==> src/rtl/acc_store_buffer.sv <==
// Accumulator write-back store buffer: in-order FIFO of {addr, byte} drained over a
// req/ack port to data memory, with youngest-match forwarding to same-address loads.
module acc_store_buffer #(
  parameter int DEPTH  = 4,
  parameter int ADDR_W = 16
) (
  input  logic              clock,
  input  logic              reset_n,
  input  logic              store_en,
  input  logic [ADDR_W-1:0] store_addr,
  input  logic [7:0]        acc_out,
  output logic              store_stall,
  output logic              mem_wr_req,
  output logic [ADDR_W-1:0] mem_wr_addr,
  output logic [7:0]        mem_wr_data,
  input  logic              mem_wr_ack,
  input  logic [ADDR_W-1:0] load_addr,
  output logic              fwd_hit,
  output logic [7:0]        fwd_data,
  output logic              sb_empty
);

  localparam int PW = (DEPTH > 1) ? $clog2(DEPTH) : 1;

  logic [ADDR_W-1:0] addr_reg [DEPTH];
  logic [7:0]        data_reg [DEPTH];
  logic [PW-1:0]     wp_reg;
  logic [PW-1:0]     rp_reg;
  logic [PW:0]       count_reg;

  logic              push;
  logic              pop;
  logic [PW-1:0]     head_idx;
  logic [DEPTH-1:0]  match;

  assign store_stall = (count_reg == (PW+1)'(DEPTH));
  assign mem_wr_req  = (count_reg != '0);
  assign sb_empty    = (count_reg == '0);
  assign push        = store_en && !store_stall;
  assign pop         = mem_wr_req && mem_wr_ack;

  // When empty, keep showing the entry that was drained last instead of a stale slot.
  assign head_idx    = mem_wr_req ? rp_reg : (rp_reg - PW'(1));
  assign mem_wr_addr = addr_reg[head_idx];
  assign mem_wr_data = data_reg[head_idx];

  always_ff @(posedge clock or negedge reset_n) begin
    if (!reset_n) begin
      wp_reg    <= '0;
      rp_reg    <= '0;
      count_reg <= '0;
      for (int i = 0; i < DEPTH; i++) begin
        addr_reg[i] <= '0;
        data_reg[i] <= '0;
      end
    end else begin
      if (push) begin
        addr_reg[wp_reg] <= store_addr;
        data_reg[wp_reg] <= acc_out;
        wp_reg           <= wp_reg + PW'(1);
      end
      if (pop) begin
        rp_reg <= rp_reg + PW'(1);
      end
      case ({push, pop})
        2'b10:   count_reg <= count_reg + (PW+1)'(1);
        2'b01:   count_reg <= count_reg - (PW+1)'(1);
        default: count_reg <= count_reg;
      endcase
    end
  end

  // match[k] refers to the k-th oldest pending entry, so higher k is younger.
  for (genvar gi = 0; gi < DEPTH; gi++) begin : g_match
    logic [PW-1:0] idx;
    assign idx       = rp_reg + PW'(gi);
    assign match[gi] = ((PW+1)'(gi) < count_reg) && (addr_reg[idx] == load_addr);
  end

  always_comb begin
    fwd_hit  = |match;
    fwd_data = '0;
    for (int k = 0; k < DEPTH; k++) begin
      if (match[k]) begin
        fwd_data = data_reg[rp_reg + PW'(k)];
      end
    end
  end

endmodule

==> config.mk <==
export PLATFORM = sky130hd
export DESIGN_NAME = acc_store_buffer
export DESIGN_NICKNAME = d
export VERILOG_FILES = /design/src/rtl/acc_store_buffer.sv
export SDC_FILE = /design/constraint.sdc
export NUM_CORES = 1
export LEC_CHECK = 0
export CAP_MARGIN = 20
export CORE_ASPECT_RATIO = 1.25
export CORE_MARGIN = 5
export CORE_UTILIZATION = 54
export CTS_BUF_LIST = sky130_fd_sc_hd__clkbuf_8
export CTS_CLUSTER_DIAMETER = 150
export DETAILED_ROUTE_END_ITERATION = 8
export PLACE_DENSITY = 0.79
export SKIP_LAST_GASP = 1
export SLEW_MARGIN = 5
export SYNTH_ARGS = -nofsm -noshare
export SYNTH_HDL_FRONTEND = slang
export SYNTH_SLANG_ARGS = --single-unit
==> constraint.sdc <==
create_clock -name clock -period 3.4 [get_ports clock]
set_clock_uncertainty 0.1 [all_clocks]
set_input_delay 0.68 -clock clock [delete_from_list [all_inputs] [get_ports clock]]
set_output_delay 0.68 -clock clock [all_outputs]
set_load 0.005 [all_outputs]
## Word level (Yosys, flattened, before mapping)

Cells that the tools add are included.

| cells by class | value |
|---|---|
| bitwise logic cells | 6 |
| $add $sub $neg | 7 |
| multiplexer cells | 42 |
| reduce and logical (&&, ||, !) cells | 12 |
| order comparisons | 11 |
| equality and inequality tests | 7 |

Operator list:

| operator | count |
|---|---|
| 16-bit 2-to-1 mux | 11 |
| 16-bit binary-select mux with 2-bit select | 5 |
| 8-bit 2-to-1 mux | 15 |
| 8-bit binary-select mux with 2-bit select | 5 |
| 64-bit bitwise mux | 1 |
| 16-bit == test | 4 |
| 32-bit bitwise mux | 1 |
| 16-bit demux with 2-bit select | 1 |
| 3-bit >= comparator, second input constant | 6 |
| 2-bit inverter with 3-bit output | 6 |
| 8-bit demux with 2-bit select | 1 |
| 1-bit logical AND | 7 |
| 1-bit by 3-bit less-than comparator with 1-bit output, first input constant | 2 |
| 2-bit by 3-bit less-than comparator with 1-bit output, first input constant | 2 |
| 3-bit one-hot mux with 2 select lines | 1 |
| 2-bit by 1-bit adder with 2-bit output, second input constant | 2 |
| 2-bit adder, second input constant | 2 |
| 4-bit OR reduction | 1 |
| 3-bit by 1-bit adder with 3-bit output, second input constant | 1 |
| 3-bit == test, second input constant | 1 |
| 3-bit zero test | 1 |
| 3-bit by 1-bit less-than comparator with 1-bit output, second input constant | 1 |
| 3-bit nonzero test | 1 |
| 3-bit by 1-bit subtractor with 3-bit output, second input constant | 1 |
| 6 further kinds | 6 |

| storage, ports and cells | value |
|---|---|
| bits of input ports | 44 |
| register bits | 103 |
| logic and storage cells | 96 |

## Longest topological paths before layout

| depth | value |
|---|---|
| word-level depth | 10 |
| gate-level depth with buffers | 13 |
| gate-level depth less buffers | 9 |

## Least setup slack after synthesis

OpenSTA, ideal clock, no wires.

| timing | value |
|---|---|
| path kind | register to output |
| start point | register rp_reg[1] |
| end point | output port fwd_data[0] |
| arrival time | 2.584 ns |
| path slack | 0.036 ns |
| cell stages (with the launch flop) | 11 |
| path buffers | 3 |
| cell sequence | dfrtp_1 -> buf_4 -> buf_6 -> buf_6 -> mux4_2 -> xnor2_1 -> nand4_1 -> or4_4 -> a2111oi_4 -> nand3_1 -> a311oi_1 |

| between the ends | value |
|---|---|
| cells in the longest elaborated chain, start to end | 10 |
| elaborated cells between the ends (all ways) | 43 |
| those cells by class | add/sub: 3; eq/ne: 4; mux: 28; bitwise: 4; reduce/logical: 4 |

RTL lines:

| what | RTL line | RTL |
|---|---|---|
| start, declared | 28 | `logic [PW-1:0] rp_reg;` |
| start signal, assigned | 63 | `rp_reg <= rp_reg + PW'(1);` |
| 2-bit by 1-bit adder with 2-bit output / 2-bit inverter with 3-bit output (equally long branches) | 76, 85, 77 |  |
| 2-bit inverter with 3-bit output (implied by the code) / 16-bit binary-select mux with 2-bit select (equally long branches) | 77, 85 |  |
| 16-bit binary-select mux with 2-bit select / 16-bit 2-to-1 mux (equally long branches) | 77 | `assign match[gi] = ((PW+1)'(gi) < count_reg) && (addr_reg[idx] == load_addr);` |
| 16-bit 2-to-1 mux (implied by the code) | 77 |  |
| 16-bit 2-to-1 mux (implied by the code) / 16-bit == test (equally long branches) | 77 |  |
| 16-bit == test / 1-bit logical AND (equally long branches) | 77 |  |
| 1-bit logical AND / 8-bit 2-to-1 mux (equally long branches) | 77, 84 |  |
| 8-bit 2-to-1 mux (2 in series) | 84 | `if (match[k]) begin` |
| 8-bit 2-to-1 mux * | 84 |  |
| end, declared | 19 | `output logic [7:0] fwd_data,` |

Every way passes the cells marked *; elsewhere a longest branch is shown, timed or not. The select of a mux whose other input is x is not followed.

## Final worst setup path

| timing | value |
|---|---|
| start point | register rp_reg[0] |
| end point | output port fwd_data[6] |

The elaborated chain is that of the path after synthesis.

==> reports/results.ini <==
[status]
outcome=finished, violations left
violations=setup timing

[sta]
timing.hold.ws_ps=192
fin_setup_tns_ps=-7580
slew_headroom_pct=60.5
layout_setup_ws_ps=-919
rsz0062_at_grt=true
fmax_mhz=232
final-setup-viol-count=20
hold_violations=0
slew_viol_final=0
worstMarginPinSlew_ps=592
fin_crit_sh_pct=127
final.min_clock_period_ps=4320

[drt]
dr.pass1.iters=5
vias=6423
drt-wirelength-per-cell_um=22.0
drc=0
viasPerCell=6.09
drt_wl_total_mm=23.2
ant_nets=0
first_iter_violations=433

[setup_path]
r2r-end=count_reg[2]$_DFFE_PN0P_
critPathLaunchType=flop
rrSetupSlack_ps=900
crit_path_max_fanout=6
r2r-start=count_reg[1]$_DFFE_PN0P_
critPathCaptureType=output port
worstPathArrival_ps=3540
critPathKind=flop to output port
cp.required_ps=2620
ff2ff_path_depth=9

[yosys]
synthTopCellsByArea=dfrtp_1, mux2_2, mux4_2
synth_area_um2=7900
synth-edff-count=0
yosys_warnings=0
synthArstFlopShare_pct=100
ys_seq_area_share_pct=32.6
avgSynthCellArea_um2=12.0
synthCells=658
syn_nets=711
synthFlopType=dfrtp_1
yosysTopAreaCell=dfrtp_1
synth_seq_cells=103
yosysTopAreaCellShare_pct=32.6
synthDistinctLibCells=45

[global_routing]
antenna_found_initial=0
grt_max_degree=104
grt_use_total_pct=26.4
gr-total-overflow=0
grt_pass1_vias=6824
grt_pass1_wl_mm=36.5

[floorplan]
row_count=49
die_y_um=145
fp.coreArea_um2=14400
start_util_pct=54.8
die-area_um2=17200
die_x_um=118
pin_count=80

[worst_hold_path]
holdCritPathClass=input port to asynchronous set/reset pin

[placed_design]
place_congestion=0.968
dp_slack_ps=-861
io_buffers=79
dpl.hpwl_mm=16.2

[clock_tree]
cts_buffers=9
cts_buffer_depth=2
clk-insertion-delay-late_ps=400
clk_pin_slew_ps=110
cts_tree=built
cts.sinks=103
cts_root_buf=clkbuf_8
htree_levels=3

[power]
p_per_area_nw_per_um2=1190
peakVddDrop_v=0.000702
p_total_mw=12.5
p_leak_nw=4.67

[finish]
multi_input_area_um2=5200
largest_reg_flops=64
antenna_cells=0
drive_above_1_share_pct=47.8
final_util_pct=73.0
regArea_um2=2590
n_fill_cell=938
layout_common_cells=buf_4, mux2_2, dfrtp_1
final_nets=924
final_common_cell=buf_4
areaGrowthSynthToFinish_pct=33.2

[flow_run]
max_cap_viol_count=0

==> worst max-delay path by stage <==
stage          depth (start not counted)                   from           to  slack (ps)
2_1_floorplan                         10  rp_reg[1]$_DFFE_PN0P_  fwd_data[0]          40
3_3_place_gp                           9           load_addr[5]  fwd_data[1]        -840
3_5_place_dp                           9          load_addr[14]  fwd_data[2]        -860
4_1_cts                               12  rp_reg[0]$_DFFE_PN0P_  fwd_data[7]        -990
5_1_grt                               12  rp_reg[0]$_DFFE_PN0P_  fwd_data[6]        -980
6_report                              12  rp_reg[0]$_DFFE_PN0P_  fwd_data[6]        -920
==> where the power goes <==
group	internal [mW]	switching (mW)	total, mW
Clock	0.306	0.498	0.804
Sequential	1.87	0.617	2.49
Combinational	5.30	3.91	9.22
Total	7.48	5.03	12.5
==> cell type report <==
class	instances	area share (%)
inverter	7	0.250
timing repair buffer	256	21.7
multi-input combinational	494	49.4
clock buffer	10	1.31
sequential	103	24.6
tap	178	2.12
clock inverter	6	0.595
==> metal layers <==
layer	part of all wire [%]	up-vias	track usage, %
met3	4.7	52	4.44
met2	54	196	47.0
li1	-	2882	-
met1	39	3293	32.4
met4	2.7	0	8.38
met5	0	-	0
==> cells in the mapped netlist, types with 2 or more instances <==
cell and number:
a211oi_1 5, a21oi_1 12, a22oi_1 2, a311oi_1 8
and2_1 3, and3_1 8, buf_1 7, buf_12 2
buf_2 10, buf_4 4, buf_6 9, clkbuf_1 22
dfrtp_1 103, ha_1 9, inv_1 7, mux2_2 114
mux2i_1 60, mux2i_2 2, mux4_2 57, nand2_1 34
nand2b_1 9, nand3_1 12, nand4_1 8, nor2_1 16
nor2b_1 4, nor3_1 14, o21ai_0 27, xnor2_1 61
xor2_1 13
==> metrics by stage <==
stage / instances / instance area, µm²
after floorplan: 658 / 7900
after global placement: 1001 / 9740
after detailed placement: 1001 / 9740
after CTS: 1033 / 10200
after global routing: 1054 / 10500
final: 1054 / 10500
==> critical path, stage by stage (launching register included) <==
cell	delay [ps]
dfrtp_4	470
buf_6	160
mux4_2	520
xnor2_1	160
nand4_1	150
or4_4	460
a2111oi_4	300
buf_4	190
buf_4	110
buf_4	100
nand3_2	70
a311oi_2	280
buf_2	160
==> kinds of logic after synthesis <==
logic type | synth area share, %
AO/OA/AOI/OAI | 5.12
XOR/XNOR | 8.41
adder cells (fa/ha/maj) | 1.43
buffers and inverters | 4.52
flip-flops | 32.6
multiplexers | 40.6
AND/OR/NAND/NOR | 7.29
==> timing repair <==
item,in CTS,in global routing
cloned,1,1
hold buffers,0,0
gates resized for setup,68,45
pin swaps,10,10
setup buffers,15,21
endpoints found under the hold margin,0,0
endpoints found under the setup margin,33,33
Note: power is estimated with default switching activity, not from simulation.
